--- src/rtl/fb_pixel_writer.sv ---
// fb_pixel_writer: FIFO-buffered, fixed-timing pixel writer for the QSPI framebuffer; define FB_WRITER_PIXEL_CTR_EN to add the frame pixel counter
module fb_pixel_writer #(
   parameter int FIFO_DEPTH       = 4,
   parameter int SETUP_CYCLES     = 1,
   parameter int STROBE_CYCLES    = 4,
   parameter int GAP_CYCLES       = 4,
   parameter int PIXELS_PER_FRAME = 76800
) (
   input  logic                                  clk,
   input  logic                                  rst,
   input  logic [3:0]                            pixel_in,
   input  logic                                  frame_start_in,
   input  logic                                  pixel_valid_in,
   output logic                                  pixel_ready_out,
   output logic [3:0]                            write_data_out,
   output logic                                  write_strobe_out,
   output logic                                  reset_write_ptr_out,
   input  logic                                  wrote_data_in,
   output logic                                  busy_out,
   output logic                                  link_error_out,
   output logic                                  frame_done_out,
   output logic [$clog2(PIXELS_PER_FRAME+1)-1:0] pixel_count_out
);
   localparam int AW   = $clog2(FIFO_DEPTH);
   localparam int TMAX = STROBE_CYCLES > GAP_CYCLES
                         ? (STROBE_CYCLES > SETUP_CYCLES ? STROBE_CYCLES : SETUP_CYCLES)
                         : (GAP_CYCLES > SETUP_CYCLES ? GAP_CYCLES : SETUP_CYCLES);
   localparam int TW   = $clog2(TMAX + 1);
   localparam logic [TW-1:0] SET_L = TW'(SETUP_CYCLES - 1);
   localparam logic [TW-1:0] STR_L = TW'(STROBE_CYCLES - 1);
   localparam logic [TW-1:0] GAP_L = TW'(GAP_CYCLES - 1);

   typedef enum logic [2:0] {IDLE, PTR_RST, PTR_GAP, SETUP, STROBE, GAP} state_t;

   state_t        state_q, state_d;
   logic [TW-1:0] tmr_q, tmr_d;
   logic [4:0]    mem_q [FIFO_DEPTH];
   logic [AW:0]   wr_q, wr_d, rd_q, rd_d;
   logic [4:0]    head;
   logic          full, empty, push, pop, tdone, first_gap, last_gap;
   logic [3:0]    data_q, data_d;
   logic          strobe_q, strobe_d, ptr_q, ptr_d, busy_q, busy_d, err_q, err_d;

   assign full            = (wr_q[AW] != rd_q[AW]) && (wr_q[AW-1:0] == rd_q[AW-1:0]);
   assign empty           = wr_q == rd_q;
   assign head            = mem_q[rd_q[AW-1:0]];
   assign push            = pixel_valid_in && !full;
   assign pop             = (state_q == IDLE) && !empty;
   assign wr_d            = wr_q + (AW+1)'(push);
   assign rd_d            = rd_q + (AW+1)'(pop);
   assign pixel_ready_out = !full;
   assign tdone           = tmr_q == '0;
   assign first_gap       = (state_q == GAP) && (tmr_q == GAP_L);
   assign last_gap        = (state_q == GAP) && tdone;

   // Pixel storage: {frame_start, pixel} per entry, no reset needed
   always_ff @(posedge clk) begin
      if (push) mem_q[wr_q[AW-1:0]] <= {frame_start_in, pixel_in};
   end

   // FSM state and shared phase timer
   always_ff @(posedge clk or posedge rst) begin
      if (rst) begin
         state_q <= IDLE;
         tmr_q   <= '0;
      end else begin
         state_q <= state_d;
         tmr_q   <= tmr_d;
      end
   end

   // Next state: each timed phase loads the timer for the phase it enters
   always_comb begin
      state_d = state_q;
      tmr_d   = tmr_q - TW'(1);
      case (state_q)
         IDLE: begin
            tmr_d = head[4] ? STR_L : SET_L;
            if (pop) state_d = head[4] ? PTR_RST : SETUP;
         end
         PTR_RST: if (tdone) begin state_d = PTR_GAP; tmr_d = GAP_L; end
         PTR_GAP: if (tdone) begin state_d = SETUP;   tmr_d = SET_L; end
         SETUP:   if (tdone) begin state_d = STROBE;  tmr_d = STR_L; end
         STROBE:  if (tdone) begin state_d = GAP;     tmr_d = GAP_L; end
         GAP:     if (tdone) state_d = IDLE;
         default: state_d = IDLE;
      endcase
   end

   // Outputs decoded from the next state so the registered lines line up with the FSM
   always_comb begin
      data_d   = pop ? head[3:0] : data_q;
      strobe_d = state_d == STROBE;
      ptr_d    = state_d == PTR_RST;
      busy_d   = (state_d != IDLE) || (wr_d != rd_d);
      err_d    = err_q || (first_gap && !wrote_data_in) || (last_gap && wrote_data_in);
   end

   // FIFO pointers and registered outputs
   always_ff @(posedge clk or posedge rst) begin
      if (rst) begin
         wr_q     <= '0;
         rd_q     <= '0;
         data_q   <= '0;
         strobe_q <= 1'b0;
         ptr_q    <= 1'b0;
         busy_q   <= 1'b0;
         err_q    <= 1'b0;
      end else begin
         wr_q     <= wr_d;
         rd_q     <= rd_d;
         data_q   <= data_d;
         strobe_q <= strobe_d;
         ptr_q    <= ptr_d;
         busy_q   <= busy_d;
         err_q    <= err_d;
      end
   end

   assign write_data_out      = data_q;
   assign write_strobe_out    = strobe_q;
   assign reset_write_ptr_out = ptr_q;
   assign busy_out            = busy_q;
   assign link_error_out      = err_q;

`ifdef FB_WRITER_PIXEL_CTR_EN
   localparam int CW = $clog2(PIXELS_PER_FRAME + 1);
   logic          fs_q, done_q;
   logic [CW-1:0] cnt_q, cnt_inc;

   assign cnt_inc = fs_q ? CW'(1) : cnt_q + CW'(1);

   // Count finished pixels; reaching the frame size wraps to 0 with a one-cycle done pulse
   always_ff @(posedge clk or posedge rst) begin
      if (rst) begin
         fs_q   <= 1'b0;
         done_q <= 1'b0;
         cnt_q  <= '0;
      end else begin
         if (pop) fs_q <= head[4];
         done_q <= last_gap && (cnt_inc == CW'(PIXELS_PER_FRAME));
         if (last_gap) cnt_q <= (cnt_inc == CW'(PIXELS_PER_FRAME)) ? '0 : cnt_inc;
      end
   end

   assign pixel_count_out = cnt_q;
   assign frame_done_out  = done_q;
`else
   assign pixel_count_out = '0;
   assign frame_done_out  = 1'b0;
`endif
endmodule

--- config.mk ---
export PLATFORM = sky130hd
export DESIGN_NAME = fb_pixel_writer
export DESIGN_NICKNAME = d
export VERILOG_FILES = /design/src/rtl/fb_pixel_writer.sv
export SDC_FILE = /design/constraint.sdc
export NUM_CORES = 1
export LEC_CHECK = 0
export ABC_AREA = 1
export BUFFER_PORTS_ARGS = -buffer_cell sky130_fd_sc_hd__buf_2
export CAP_MARGIN = 20
export CORE_MARGIN = 1.5
export CORE_UTILIZATION = 45
export DETAILED_ROUTE_END_ITERATION = 12
export PLACE_DENSITY = 0.68
export REMOVE_ABC_BUFFERS = 1
export SETUP_SLACK_MARGIN = 0.3
export SLEW_MARGIN = 10
export SYNTH_ARGS = -nofsm -noshare
export SYNTH_HDL_FRONTEND = slang
export SYNTH_SLANG_ARGS = --single-unit
--- constraint.sdc ---
create_clock -name clk -period 3 [get_ports clk]
set_clock_uncertainty 0.1 [all_clocks]
set_input_delay 0.45 -clock clk [delete_from_list [all_inputs] [get_ports clk]]
set_output_delay 0.45 -clock clk [all_outputs]
set_load 0.005 [all_outputs]
==> key figures <==
Yosys
  • Synth top cells by count: 41 x nand2_1, 20 x dfrtp_1, 20 x edfxtp_1
  • Mapped Cells: 197
  • Synth area leader: edfxtp_1
  • Yosys reg bits: 40
  • Seq/Total Area, Yosys: 55.2%
  • Ys flop type: edfxtp_1
  • Synth cell types: 28
  • Most frequent cell after synthesis: nand2_1
  • Top-area cell type share of the netlist area: 30.1%
  • Area contributors post-synth: edfxtp_1 30%, dfrtp_1 25%, nand2_1 7.7%
  • Synth async-reset ratio: 50.0%
  • Post-synth EDFFs: 20
  • Cell Area, Synth: 0.00199 sq mm
  • YS warnings: 0
  • Mean area per synthesized cell: 10.1 sq um

Place
  • # port buffers: 17
  • Post-DP HPWL: 2.43 mm
  • Routability cong.: 0.841

Floorplanning
  • Die ar.: 0.00484 sq mm
  • Row cnt: 24
  • Chip Width: 69.6 um
  • Die Height: 69.6 um
  • Num ports: 36
  • Initial core utilization: 46.4%
  • Core Area: 0.00429 sq mm

Setup path
  • Worst Path Max Fanout: 13
  • Critical Path AT: 2.41 ns
  • Critical Path Start Type: register
  • R2R setup slack: 0.66 ns
  • WP data required: 3.08 ns
  • R2R cell count: 12
  • Worst r2r dst: busy_out
  • Reg2reg start: rd_q[0]
  • Worst Setup End Kind: register
  • Crit Path Class: reg -> reg

Route
  • First drt pass iteration count: 4
  • WL/cell: 11.8 um
  • Via density: 4.55
  • DRT iter0 DRCs: 52
  • Routed WL: 3.23 mm
  • Vias: 1251
  • ANT nets after route: 0
  • Post-route DRC: 0

GRT
  • First-pass GRT wire length: 5.71 mm
  • Congestion Overflow GR: 0
  • All-Layer GR Usage: 15.6%
  • Largest net degree at the start of global routing: 21
  • Vias in the first global route: 1253
  • Antenna violations before repair: 0

Layout
  • Nets: 238
  • Share of layout cells above drive strength 1: 22.9%
  • Area of the multi-input gates: 727 sq um
  • Area growth syn-to-layout: 10.1%
  • Antenna diode count: 0
  • Area occupied by registers: 0.00110 sq mm
  • # fillers: 367

CTS
  • Sink Count: 40
  • Cts repair resizes: 0
  • Clk_lat worst skew: 0.29 ns
  • CTS Buffer Depth: 2
  • Inserted Clock Buffers: 5
  • CTS tree: done
  • Hold_buf cts: 0
  • H-tree depth: 2
  • Root buffer cell: clkbuf_8
  • Clk slew on worst S/H paths: 0.08 ns
  • Post-CTS setup buffer count: 0

Power
  • Sequential share of power: 38.1%
  • VDD IR max: 0.000480 V
  • Internal Power: 1440 uW
  • P_leak: 0.00104 uW
  • Total net switching power: 960 uW
  • Total Power: 2400 uW
  • Power Density: 1090 mW/mm^2
  • Clk pwr share: 17.7%
  • Sw frac: 40.0%
  • Logic pwr share: 44.2%

Hold path
  • Worst hold path class: in -> async

Timing
  • Tmin final: 2.34 ns
  • Worst-Margin Slew: 0.786 ns
  • Fin crit share: 77.8%
  • Achievable Freq: 428 MHz
  • RSZ-0062 raised after global routing: no
  • Rel. slew slack: 47.5%
  • Setup violations, final: 0
  • Sum Neg Setup Slack: 0 ns
  • Final Slew Violations: 0
  • Hold Vio Cnt, Final: 0

Job
  • Max Cap Viol: 0

Status
  • Outcome: complete, no violations
==> final cells by class <==
type | instances | area share, %
inverter | 20 | 3.42
tap | 52 | 2.96
timing repair buffer | 21 | 5.25
clock inverter | 3 | 1.94
sequential | 40 | 50.2
clock buffer | 5 | 3.14
multi-input combinational | 134 | 33.1
==> logic make-up (layout without fill, tap and decap cells) <==
family                     Yosys count  after routing  synth area share [%]
and+or+nand+nor                     82             82                  20.0
DFF                                 40             40                  55.2
buffers and inverters               40             49                  11.5
AOI/OAI and AO/OA                   21             21                  6.03
adders and majority gates            7              7                  4.39
xor gates and xnor gates             6              6                  2.64
other                                1             18                 0.188
==> worst max-delay path: stages, from the launching register on <==
cell,delay (ns)
dfrtp_1,0.52
inv_2,0.21
nand2_1,0.08
nand2_1,0.13
nand4_2,0.13
nand2_2,0.11
inv_1,0.05
ha_1,0.17
ha_1,0.30
xnor2_1,0.16
nand3_1,0.08
nor2_1,0.12
nand3_1,0.07
==> cell usage in the layout (no fill, tap or decap), drive strengths merged <==
cell type	instances
o21ai	12
buf	21
a41oi	1
nor2	16
dfrtp	20
a21oi	3
clkbuf	5
clkinvlp	1
bufinv	1
nand4	2
nand2	50
conb	18
xnor2	5
o21bai	1
inv	20
edfxtp	20
o22ai	4
clkinv	1
nand3	9
ha	7
xor2	1
nor3	5
==> layer usage <==
layer / part of all wire (%) / vias to the layer above / track usage [%]
met5: 0 / - / 0
met4: 1.4 / 0 / 5.23
met3: 4.5 / 7 / 5.67
met2: 49 / 33 / 25.7
met1: 45 / 550 / 18.9
li1: - / 661 / -
==> power by group through the flow <==
stage	Clock [uW]	Sequential, uW	Combinational [uW]
6_report	426	914	1060
3_5_place_dp	0	925	1070
5_1_grt	467	943	1230
3_3_place_gp	0	922	1050
2_1_floorplan	0	897	820
4_1_cts	440	914	1080
==> stage by stage <==
stage / instances / util, % / hold WS, ns / setup WS [ns] / instance area, sq um
3_3_place_gp: 267 / 48.5 / 0.360 / 0.736 / 2080
5_1_grt: 275 / 51.1 / 0.244 / 0.392 / 2190
6_report: 275 / 51.1 / 0.192 / 0.665 / 2190
3_5_place_dp: 267 / 48.5 / 0.360 / 0.672 / 2080
4_1_cts: 275 / 51.1 / 0.215 / 0.647 / 2190
2_1_floorplan: 194 / - / 0.314 / 0.850 / 1900
==> worst max path at each step <==
stage | start | endpoint | slack (ns) | cells past startpoint
2_1_floorplan | rd_q[0] | busy_out | 0.85 | 12
3_3_place_gp | rd_q[0] | busy_out | 0.74 | 12
3_5_place_dp | rd_q[0] | busy_out | 0.67 | 12
4_1_cts | rd_q[0] | busy_out | 0.65 | 12
5_1_grt | rd_q[0] | busy_out | 0.39 | 12
6_report | rd_q[0] | busy_out | 0.66 | 12
==> registers in the layout, summed over array words and instances, names as in the netlist, 3 cells and up <==
| name | cells |
|---|---|
| mem_q | 20 |
| write_data_out | 4 |
| rd_q | 3 |
| state_q | 3 |
| tmr_q | 3 |
| wr_q | 3 |
No activity file was read; power rests on OpenSTA's default activity.
